`src/rtl/pipe_kogge_stone_sub.sv`:
```
// Two-stage pipelined subtractor: diff = A - B - bin, computed as A + ~B + ~bin.
// Stage 1 resolves the lower half and registers its carry.
// Stage 2 resolves the upper half and registers diff together with the borrow, zero and overflow flags.
// Flow control stalls the whole pipe; there is no skid buffer.

// Kogge-Stone adder: o_sum = i_a + i_b + i_cin, with o_cout as the carry out.
// The carry in is folded in as an extra generate bit below bit 0, so the prefix tree also produces every carry.
module ks_add #(
  parameter int W = 16
) (
  input  logic [W-1:0] i_a,
  input  logic [W-1:0] i_b,
  input  logic         i_cin,
  output logic [W-1:0] o_sum,
  output logic         o_cout
);

  localparam int L = $clog2(W + 1);

  // Prefix (G,P) per level. The last level only needs G, so P stops one level short.
  logic [W:0] w_g [0:L];
  logic [W:0] w_p [0:L-1];

  // Black cell: combines group generate and group propagate.
  function automatic logic [1:0] b_cell(input logic g_hi, input logic p_hi,
                                        input logic g_lo, input logic p_lo);
    return {g_hi | (p_hi & g_lo), p_hi & p_lo};
  endfunction

  // Gray cell: the final level only needs the generate term.
  function automatic logic g_cell(input logic g_hi, input logic p_hi, input logic g_lo);
    return g_hi | (p_hi & g_lo);
  endfunction

  // Prefix tree. Bits whose span is already complete pass through as buffers.
  always_comb begin
    for (int lv = 0; lv <= L; lv++) w_g[lv] = '0;
    for (int lv = 0; lv < L; lv++) w_p[lv] = '0;
    w_g[0] = {i_a & i_b, i_cin};
    w_p[0] = {i_a ^ i_b, 1'b0};
    for (int lv = 0; lv < L; lv++) begin
      for (int i = 0; i <= W; i++) begin
        if (i < (1 << lv)) begin
          w_g[lv+1][i] = w_g[lv][i];
          if (lv + 1 < L) w_p[lv+1][i] = w_p[lv][i];
        end else if (lv + 1 < L) begin
          {w_g[lv+1][i], w_p[lv+1][i]} = b_cell(w_g[lv][i], w_p[lv][i],
                                                w_g[lv][i-(1<<lv)], w_p[lv][i-(1<<lv)]);
        end else begin
          w_g[lv+1][i] = g_cell(w_g[lv][i], w_p[lv][i], w_g[lv][i-(1<<lv)]);
        end
      end
    end
  end

  // Extended bit j holds the carry into operand bit j.
  assign o_sum  = w_p[0][W:1] ^ w_g[L][W-1:0];
  assign o_cout = w_g[L][W];

endmodule

module pipe_kogge_stone_sub #(
  parameter int bw  = 32,
  parameter int hbw = bw / 2
) (
  input  logic          CLK,
  input  logic          RESET,
  input  logic          in_valid,
  output logic          in_ready,
  input  logic [bw-1:0] A,
  input  logic [bw-1:0] B,
  input  logic          bin,
  output logic          out_valid,
  input  logic          out_ready,
  output logic [bw-1:0] diff,
  output logic          bout,
  output logic          zero,
  output logic          ovf
);

  localparam int UW = bw - hbw;

  logic            r_s1_valid;
  logic [hbw-1:0]  r_lo_diff;
  logic            r_c_lo;
  logic [UW-1:0]   r_a_hi;
  logic [UW-1:0]   r_nb_hi;
  logic            r_sa;
  logic            r_sb;

  logic            r_out_valid;
  logic [bw-1:0]   r_diff;
  logic            r_bout;
  logic            r_zero;
  logic            r_ovf;

  logic            w_adv1;
  logic            w_adv2;
  logic            w_accept;
  logic [hbw-1:0]  w_nb_lo;
  logic [hbw-1:0]  w_lo_sum;
  logic            w_c_lo;
  logic [UW-1:0]   w_hi_sum;
  logic            w_c_hi;
  logic [bw-1:0]   w_diff_nxt;

  assign w_adv2   = ~r_out_valid | out_ready;
  assign w_adv1   = ~r_s1_valid | w_adv2;
  assign w_accept = in_valid & w_adv1;
  assign in_ready = w_adv1;

  assign w_nb_lo = ~B[hbw-1:0];

  ks_add #(.W(hbw)) u_lo (
    .i_a    (A[hbw-1:0]),
    .i_b    (w_nb_lo),
    .i_cin  (~bin),
    .o_sum  (w_lo_sum),
    .o_cout (w_c_lo)
  );

  ks_add #(.W(UW)) u_hi (
    .i_a    (r_a_hi),
    .i_b    (r_nb_hi),
    .i_cin  (r_c_lo),
    .o_sum  (w_hi_sum),
    .o_cout (w_c_hi)
  );

  assign w_diff_nxt = {w_hi_sum, r_lo_diff};

  // Stage 1: register the lower-half result, its carry and the raw upper-half operands.
  always_ff @(posedge CLK or posedge RESET) begin
    if (RESET) begin
      r_s1_valid <= 1'b0;
      r_lo_diff  <= '0;
      r_c_lo     <= 1'b0;
      r_a_hi     <= '0;
      r_nb_hi    <= '0;
      r_sa       <= 1'b0;
      r_sb       <= 1'b0;
    end else if (w_adv1) begin
      r_s1_valid <= in_valid;
      if (w_accept) begin
        r_lo_diff <= w_lo_sum;
        r_c_lo    <= w_c_lo;
        r_a_hi    <= A[bw-1:hbw];
        r_nb_hi   <= ~B[bw-1:hbw];
        r_sa      <= A[bw-1];
        r_sb      <= B[bw-1];
      end
    end
  end

  // Stage 2: finish the upper half and register diff with all flags in the same edge.
  always_ff @(posedge CLK or posedge RESET) begin
    if (RESET) begin
      r_out_valid <= 1'b0;
      r_diff      <= '0;
      r_bout      <= 1'b0;
      r_zero      <= 1'b0;
      r_ovf       <= 1'b0;
    end else if (w_adv2) begin
      r_out_valid <= r_s1_valid;
      if (r_s1_valid) begin
        r_diff <= w_diff_nxt;
        r_bout <= ~w_c_hi;
        r_zero <= ~|w_diff_nxt;
        r_ovf  <= (r_sa ^ r_sb) & (w_diff_nxt[bw-1] ^ r_sa);
      end
    end
  end

  assign out_valid = r_out_valid;
  assign diff      = r_diff;
  assign bout      = r_bout;
  assign zero      = r_zero;
  assign ovf       = r_ovf;

endmodule

```
`config.mk`:
```
export PLATFORM = sky130hd
export DESIGN_NAME = pipe_kogge_stone_sub
export DESIGN_NICKNAME = d
export VERILOG_FILES = /design/src/rtl/pipe_kogge_stone_sub.sv
export SDC_FILE = /design/constraint.sdc
export NUM_CORES = 1
export LEC_CHECK = 0
export CAP_MARGIN = 20
export CORE_UTILIZATION = 50
export CTS_BUF_LIST = sky130_fd_sc_hd__clkbuf_8
export CTS_CLUSTER_DIAMETER = 120
export DETAILED_ROUTE_END_ITERATION = 10
export PLACE_DENSITY = 0.77
export SYNTH_ARGS = -nofsm -noshare
export SYNTH_HDL_FRONTEND = slang
export SYNTH_SLANG_ARGS = --single-unit
```
`constraint.sdc`:
```
create_clock -name CLK -period 3.8 [get_ports CLK]
set_input_delay 1.14 -clock CLK [delete_from_list [all_inputs] [get_ports CLK]]
set_output_delay 1.14 -clock CLK [all_outputs]
set_load 0.02 [all_outputs]
```
# [Word-level counts from Yosys, hierarchy flattened]
# Cells that the tools add are included.
[op_classes] n_reduce_logical=4 bitwise_logic=310
[op_table] op="$and 1x1->1" count=186
[op_table] op="$or 1x1->1" count=110
[op_table] op="$xor 16x16->16" count=4
[op_table] op="$and 16x16->16" count=2
[op_table] op="$not 16->16" count=2
[op_table] op="$reduce_or 32->1" count=1
[op_table] op="$not 1->1" count=4
[op_table] op="$reduce_and 2->1" count=2
[op_table] op="$xor 1x1->1" count=2
[op_table] op="$logic_not 1->1" count=1
[word_totals] regBits=88 output_inout_bits=37 wordCells=326 input_bits=69

# [Longest topological paths before layout]
# Gate-level depths: netlist (run 1).
[depth] ltp_word=12 ltp_mapped=9 depth_no_buf=9

# [Modules after synthesis]
# A second synthesis (run 1) with hierarchy kept.
[hier_totals] hier_cells=456 hier_area_um2=5152.4
[by_module_without_submodules] mod="pipe_kogge_stone_sub" seq_area_each_um2=2177.1 cells_each=241 instances=1 area_each_um2=3538.4
[by_module_without_submodules] mod="ks_add (u_lo)" seq_area_each_um2=0.0 cells_each=110 instances=1 area_each_um2=810.8
[by_module_without_submodules] mod="ks_add (u_hi)" seq_area_each_um2=0.0 cells_each=105 instances=1 area_each_um2=803.3

# [Worst setup path before layout (run 1)]
# No wires, ideal clock.
[synth_path] path_type="input to register" startpoint="input B[1]" endpoint="register r_lo_diff[15]" setup_slack_ns=0.854 required_ns=3.731 path_buffers=0 setup_ns=0.069 t_arrival_ns=2.877 stages=9 path_cell_list="inv_1 -> ha_1 -> nor2b_1 -> o21ai_1 -> a21oi_1 -> o41a_1 -> a211o_1 -> a311o_1 -> nand3_1"
[synth_via] elab_chain_len=10 word_cells_on_any_way=13 cone_classes="13 x bitwise"
[synth_lines] item="start: declaration" line_no="71" rtl="input logic [bw-1:0] B,"
[synth_lines] item="$not 16->16 (*)" line_no="112" rtl="assign w_nb_lo = ~B[hbw-1:0];"
[synth_lines] item="$and 16x16->16 or $xor 16x16->16 (tied branches)" line_no="39, 40"
[synth_lines] item="$and 1x1->1" line_no="27" rtl="return {g_hi | (p_hi & g_lo), p_hi & p_lo};"
[synth_lines] item="$or 1x1->1 or $and 1x1->1 (tied branches)" line_no="27"
[synth_lines] item="$or 1x1->1 (*)" line_no="27"
[synth_lines] item="$and 1x1->1 (*)" line_no="27"
[synth_lines] item="$or 1x1->1 (*)" line_no="27"
[synth_lines] item="$and 1x1->1 (*)"
[synth_lines] item="$or 1x1->1 (*)"
[synth_lines] item="$xor 16x16->16 (*)" line_no="57" rtl="assign o_sum = w_p[0][W:1] ^ w_g[L][W-1:0];"
[synth_lines] item="end signal: assignment" line_no="145" rtl="r_lo_diff <= w_lo_sum;"
[synth_lines] item="end: declaration" line_no="84" rtl="logic [hbw-1:0] r_lo_diff;"
# Mark *: on every way between the ends. The rest lies on a longest branch, timed or not.
# A chain may end at the register's enable or synchronous reset.

# [Worst setup path after layout (run 1)]
[layout_path] startpoint="input out_ready" endpoint="output in_ready"
[layout_via] elab_chain_len=2
[layout_lines] item="start: declaration" line_no="74" rtl="input logic out_ready,"
[layout_lines] item="$or 1x1->1" line_no="107" rtl="assign w_adv2 = ~r_out_valid | out_ready;"
[layout_lines] item="$or 1x1->1" line_no="108" rtl="assign w_adv1 = ~r_s1_valid | w_adv2;"
[layout_lines] item="end: declaration" line_no="69" rtl="output logic in_ready,"
# No other way between the ends.

==> summary.md, run 1 <==
| Metric | Value |
|---|---|
| First-pass GRT wire length | `18.56 mm` |
| DRC marker count from the first detailed-route iteration | `183` |
| Initial antenna violation count | `0` |
| Comb pwr share | `0.412` |
| H-tree depth | `3` |
| Count leader, synth | `nand2_1` |
| Non-Filler Instances | `746` |
| Post-Route Utilization | `0.6730` |
| Cts repair resizes | `0` |
| GP Congestion | `0.8729` |
| Period utilisation layout | `0.9394` |
| Fmax | `280.1 MHz` |
| Worst skew pair latency | `350 ps` |
| Max-Cap Viols | `0` |
| Hold Path Class | `reg2reg` |
| Worst-path maximum fanout | `4` |
| Top cell type by total area after synthesis | `dfrtp_1` |
| Row count | `35` |
| Dpl hpwl | `8.536 mm` |
| Top cells by area, synth | `dfrtp_1 (44%), ha_1 (8.2%), nand2_1 (7.5%)` |
| Netlist cell types | `65` |
| # setup viols final | `0` |
| Seq/Total Area, Yosys | `0.4441` |
| Worst reg2reg startpoint | `r_c_lo$_DFFE_PP0P_` |
| Synthesized cell area | `4902 um^2` |
| ANT nets after route | `0` |
| Hold path startpoint | `diff[26]$_DFFE_PP0P_` |
| Largest net degree at the start of global routing | `46` |
| Post-Syn Nets | `612` |
| Core Area | `9371 um^2` |
| Vias | `4134` |
| Critical path class | `in2out` |
| Die Wd | `101.0 um` |
| Share of layout cells above drive strength 1 | `0.09238` |
| Area growth, synth to finish | `28.66%` |
| R2R Setup Slk | `970 ps` |
| Die area | `10200 um^2` |
| Worst EP arrival | `2430 ps` |
| Total CTS buffers | `9` |
| Worst path required time | `2660 ps` |
| Min-Delay Endpoint | `diff[26]$_DFFE_PP0P_` |
| Vias per cell | `5.542` |
| Critical path launch point type | `primary input` |
| Internal | `2142 uW` |
| Routed WL | `11.15 mm` |
| Cells after Synth | `509` |
| Initial Utilization | `0.5231` |
| Register Area | `2177 um^2` |
| Clock-pin slew on the worst setup and hold paths | `80 ps` |
| Clock power frac | `0.194` |
| Commonest cells in the netlist | `nand2_1 (98), dfrtp_1 (87), o21ai_0 (34), ha_1 (32), inv_1 (27)` |
| Setup Skew | `12.02 ps` |
| Flop and latch count out of synthesis | `87` |
| Die Height | `101.0 um` |
| Post-CTS setup repair buffer count | `0` |
| Ports | `106` |
| Top cell type's share of synthesized area | `0.4441` |
| Net Switching | `1191 uW` |
| LEAKAGE | `0.002865 uW` |
| Final hold violation count | `0` |
| # hold bufs at CTS | `0` |
| Clk buf depth | `2` |
| Worst R2R End | `ovf$_DFFE_PP0P_` |
| Final Max Tran Viols | `0` |
| Number of synthesized flops with an enable pin | `0` |
| Root Driver | `clkbuf_8` |
| Tmin final | `3570 ps` |
| Synth warnings | `0` |
| GRT overflow | `0` |
| First-pass DRT Iterations | `5` |
| Nets@finish | `716` |
| Sw frac | `0.3574` |
| Peak VDD IR | `0.0002834 V` |
| Critical path endpoint category | `primary output` |
| Hold_ws | `489.8 ps` |
| Area of the multi-input gates | `2561 um^2` |
| Top FF cell, synth | `dfrtp_1` |
| Hold path depth | `2` |
| CTS tree | `yes` |
| Ys async rst share | `1.000` |
| GRT Resource Usage Total | `0.2303` |
| Number of global-route vias before repair | `4001` |
| DR WL/cell | `14.94 um` |
| Power Density | `528.5 nW/um^2` |
| Placed cells | `731` |
| Outcome | `finished clean` |
| Total negative setup slack | `0 ps` |
| IO buf count | `105` |
| R2R cell count | `8` |
| DRC Markers | `0` |
| RSZ-0062 raised after global routing | `no` |
| Clock sink total | `87` |
| Least-Margin Pin Slew | `787.3 ps` |
| Sequential Power Share | `0.394` |
| Max-slew headroom | `0.4745` |
| Antenna cells | `0` |
| Syn Area/Cell | `9.631 um^2` |
| Fillers | `767` |
-- area by class of cell --
type / instances / area share
Timing Repair Buffer: 111 / 0.1758
Tap cell: 129 / 0.02559
Inverter: 27 / 0.01627
Clock inverter: 5 / 0.009324
Clock buffer: 10 / 0.02182
Sequential cell: 87 / 0.3452
Multi-Input combinational cell: 377 / 0.4061
-- metrics by stage --
step                setup slack (ps)  power, uW  area (um^2)
floorplan                      409.8       2135         4902
global placement               261.7       2657         6111
detailed placement             197.4       2699         6111
CTS                            233.7       3348         6307
global route                   185.0       3534         6307
finish                         230.1       3334         6307
-- power by group through the flow --
stage | combinational, uW | clock, uW | sequential [uW]
after global placement | 1340 | 0 | 1320
final | 1370 | 645 | 1310
after CTS | 1380 | 655 | 1310
after floorplan | 673 | 0 | 1460
after global routing | 1500 | 696 | 1340
after detailed placement | 1370 | 0 | 1330
-- state kept, by name (all words and copies together) (netlist names) --
register	cells
r_c_lo	1
r_sb	1
diff	32
zero	1
r_s1_valid	1
ovf	1
r_lo_diff	16
r_nb_hi	16
r_a_hi	16
bout	1
out_valid	1
-- critical path, cell delays in order --
cell and delay, ps:
clkdlybuf4s50_1 470, nand3b_1 190, clkdlybuf4s50_1 630
-- worst max path at each step --
stage	startpoint	endpoint	slack [ps]	depth (start not counted)
2_1_floorplan	RESET	bout$_DFFE_PP0P_	410	1
3_3_place_gp	B[0]	r_lo_diff[14]$_DFFE_PP0P_	260	10
3_5_place_dp	B[0]	r_lo_diff[14]$_DFFE_PP0P_	200	10
4_1_cts	out_ready	in_ready	230	3
5_1_grt	out_ready	in_ready	180	3
6_report	out_ready	in_ready	230	3
-- metal layers --
| metal | global-route usage | wire, um |
|---|---|---|
| met4 | 0.06132 | 121 |
| met3 | 0.03537 | 606 |
| met2 | 0.4041 | 5549 |
| met1 | 0.2963 | 4869 |
| met5 | 0 | 0 |
-- cells in the final DEF (no fill, tap or decap), types with 4 or more instances in the layout --
cell type and instances:
xnor2_1 10, a211oi_1 4, xor2_1 6, and3_1 5, ha_1 32, o31ai_1 6, a21o_1 8, or3_1 5
nor3_1 14, inv_1 26, buf_4 5, nor4_1 4, nand2b_1 7, dfrtp_1 87, nor2b_1 5, o21ai_1 10
nor2_1 15, o21a_1 4, mux2_2 25, clkbuf_8 10, clkdlybuf4s50_1 105, nand3_1 9, nand2_1 96, o21ai_0 34
a21oi_1 15
-- cell families after synthesis --
| family | Yosys count | share of synthesized area |
|---|---|---|
| simple gates | 181 | 0.1741 |
| compound gates | 119 | 0.1674 |
| flops | 87 | 0.4441 |
| buf+inv | 45 | 0.03446 |
| fa+ha+maj | 34 | 0.08984 |
| mux | 27 | 0.06151 |
| xor+xnor | 16 | 0.02859 |
No activity file was read; power rests on OpenSTA's default activity.
==> run 2: changes to the inputs <==
Settings changed: PLACE_DENSITY 0.77 to 0.79.
==> run 2 against run 1 <==
Maximum frequency barely moved; critical path type unchanged; non-clock buffer count shrank 1; largest cell class unchanged; first-iteration DRC count increased by 10%; hold slack got worse by 4.0 ps.
==> summary.md, run 2 (synthesized netlist as in run 1, its figures left out) <==
| Metric | Value |
|---|---|
| Vias | `4114 (-0.48%)` |
| DRC marker count from the first detailed-route iteration | `202 (+10%)` |
| R2R cell count | `8 (unchanged)` |
| Max reg flops | `32 (unchanged)` |
| Critical path endpoint category | `primary output` |
| Total negative setup slack | `0 ps (unchanged)` |
| Non-Filler Instances | `745 (-0.13%)` |
| Outcome | `finished clean` |
| Final Max Tran Viols | `0 (unchanged)` |
| Worst skew pair latency | `350 ps (about the same)` |
| Cell repeated most along the worst path | `clkdlybuf4s50_1` |
| # hold bufs at CTS | `0 (unchanged)` |
| Period utilisation layout | `0.9402 (about the same)` |
| Clock-pin slew on the worst setup and hold paths | `80 ps (about the same)` |
| Root Driver | `clkbuf_8` |
| GRT overflow | `0 (unchanged)` |
| Least-Margin Pin Slew | `740.9 ps (-46.35 ps)` |
| Core Area | `9371 um^2 (unchanged)` |
| Max-Cap Viols | `0 (unchanged)` |
| Number of global-route vias before repair | `4045 (+1.1%)` |
| Post-CTS setup repair buffer count | `0 (unchanged)` |
| Final hold violation count | `0 (unchanged)` |
| Die area | `10200 um^2 (unchanged)` |
| Setup Skew | `8.825 ps (-3.194 ps)` |
| GR met3 Demand/Resource | `0.04854 (+0.01318)` |
| Power Density | `533.4 nW/um^2 (+0.91%)` |
| Met1 Track Usage GR | `0.2839 (-0.01241)` |
| Tmin final | `3573 ps (+3.049 ps)` |
| Worst reg2reg startpoint | `r_c_lo$_DFFE_PP0P_` |
| Worst path required time | `2660 ps (about the same)` |
| Crit-path cells | `clkdlybuf4s50_1, nand3b_1, clkdlybuf4s50_1` |
| Initial Utilization | `0.5231 (unchanged)` |
| GR Layer Usage met2 | `0.4110 (+0.006849)` |
| DRC Markers | `0 (unchanged)` |
| Worst Path Buf+Inv | `2 (unchanged)` |
| Clk buf depth | `2 (unchanged)` |
| Antenna cells | `0 (unchanged)` |
| Die Wd | `101.0 um (unchanged)` |
| Crit path launch | `out_ready` |
| Placed cells | `730 (-0.14%)` |
| H-tree depth | `3 (unchanged)` |
| Total CTS buffers | `9 (unchanged)` |
| Worst-path maximum fanout | `4 (unchanged)` |
| R2R Setup Slk | `920 ps (-50 ps)` |
| CP Depth | `3 (unchanged)` |
| Most common cell after layout, fill and taps aside | `clkdlybuf4s50_1` |
| GRT Resource Usage Total | `0.2308 (+0.0004847)` |
| Crit path to | `in_ready` |
| Largest net degree at the start of global routing | `49 (+6.5%)` |
| Top delay family on crit path | `buffers and inverters` |
| CP max stage delay | `650 ps (+20 ps)` |
| Row count | `35 (unchanged)` |
| ANT nets after route | `0 (unchanged)` |
| LEAKAGE | `0.002876 uW (+0.37%)` |
| First-pass DRT Iterations | `5 (unchanged)` |
| Worst EP arrival | `2430 ps (about the same)` |
| Initial antenna violation count | `0 (unchanged)` |
| RSZ-0062 raised after global routing | `no` |
| Hold Path Class | `reg2reg` |
| DR WL/cell | `14.89 um (-0.37%)` |
| Share of layout cells above drive strength 1 | `0.09091 (-0.001473)` |
| Worst path slowest cell | `clkdlybuf4s50_1` |
| Commonest non-fill, non-tap cells in the layout | `clkdlybuf4s50_1 (105), nand2_1 (96), dfrtp_1 (87)` |
| CTS tree | `yes` |
| # setup viols final | `0 (unchanged)` |
| Cts repair resizes | `0 (unchanged)` |
| Ports | `106 (unchanged)` |
| Critical path launch point type | `primary input` |
| IO buf count | `105 (unchanged)` |
| Routed WL | `11.09 mm (-0.50%)` |
| Worst R2R End | `ovf$_DFFE_PP0P_` |
| Clock sink total | `87 (unchanged)` |
| Area growth, synth to finish | `29.05%` |
| Peak VDD IR | `0.0002545 V (-10%)` |
| Max-slew headroom | `0.5043 (+0.02977)` |
| Die Height | `101.0 um (unchanged)` |
| Critical path class | `in2out` |
| Vias per cell | `5.522 (-0.35%)` |
| First-pass GRT wire length | `18.50 mm (-0.34%)` |
| GP Congestion | `0.9252 (+6.0%)` |
| Gr busiest metal | `met2` |
| Dpl hpwl | `8.452 mm (-0.98%)` |
| Nets@finish | `715 (-0.14%)` |
| Fmax | `279.9 MHz (about the same)` |
run 2: routing by layer:
metal / vias to the layer above / routed length (um)
met4: 0 / 131
met3: 15 / 659
met2: 132 / 5501
li1: 2018 / -
met5: - / 0
met1: 1949 / 4798
run 2: where the power goes:
part	switching [uW]	internal, uW
Clock	318	365
Combinational	710	671
Sequential	155	1160
run 2: area by class of cell:
| type | instances | area (um^2) |
|---|---|---|
| multi-input combinational | 377 | 2561 |
| fill | 749 | 3045 |
| sequential | 87 | 2177 |
| clock inverter | 6 | 86.33 |
| timing repair buffer | 110 | 1114 |
| tap | 129 | 161.4 |
| inverter | 27 | 102.6 |
| clock buffer | 9 | 123.9 |
run 2: how the worst min path moves through the flow:
stage,cells after the start,to,from
finish,2,diff[19]$_DFFE_PP0P_,diff[19]$_DFFE_PP0P_
global placement,2,diff[23]$_DFFE_PP0P_,diff[23]$_DFFE_PP0P_
detailed placement,2,r_a_hi[14]$_DFFE_PP0P_,r_a_hi[14]$_DFFE_PP0P_
global route,2,diff[30]$_DFFE_PP0P_,diff[30]$_DFFE_PP0P_
CTS,2,diff[19]$_DFFE_PP0P_,diff[19]$_DFFE_PP0P_
floorplan,2,r_a_hi[10]$_DFFE_PP0P_,r_a_hi[10]$_DFFE_PP0P_
run 2: tightest hold or removal path: cells and delay by family (launching register included):
| family | cells | cell delay [ps] |
|---|---|---|
| AND/OR/NAND/NOR | 1 | 50 |
| flip-flops | 1 | 350 |
| AO/OA/AOI/OAI | 1 | 60 |
run 2: per-stage QoR:
stage	worst slack [ps]	utilization	hold slack (ps)	cell area, um^2	power (uW)
after floorplan	409.8	-	452.3	4902	2135
after global placement	266.4	0.6526	462.5	6116	2654
after detailed placement	49.79	0.6526	469.5	6116	2701
after CTS	223.6	0.6750	490.8	6326	3392
after global routing	134.2	0.6750	508.0	6326	3577
final	227.1	0.6750	485.9	6326	3374
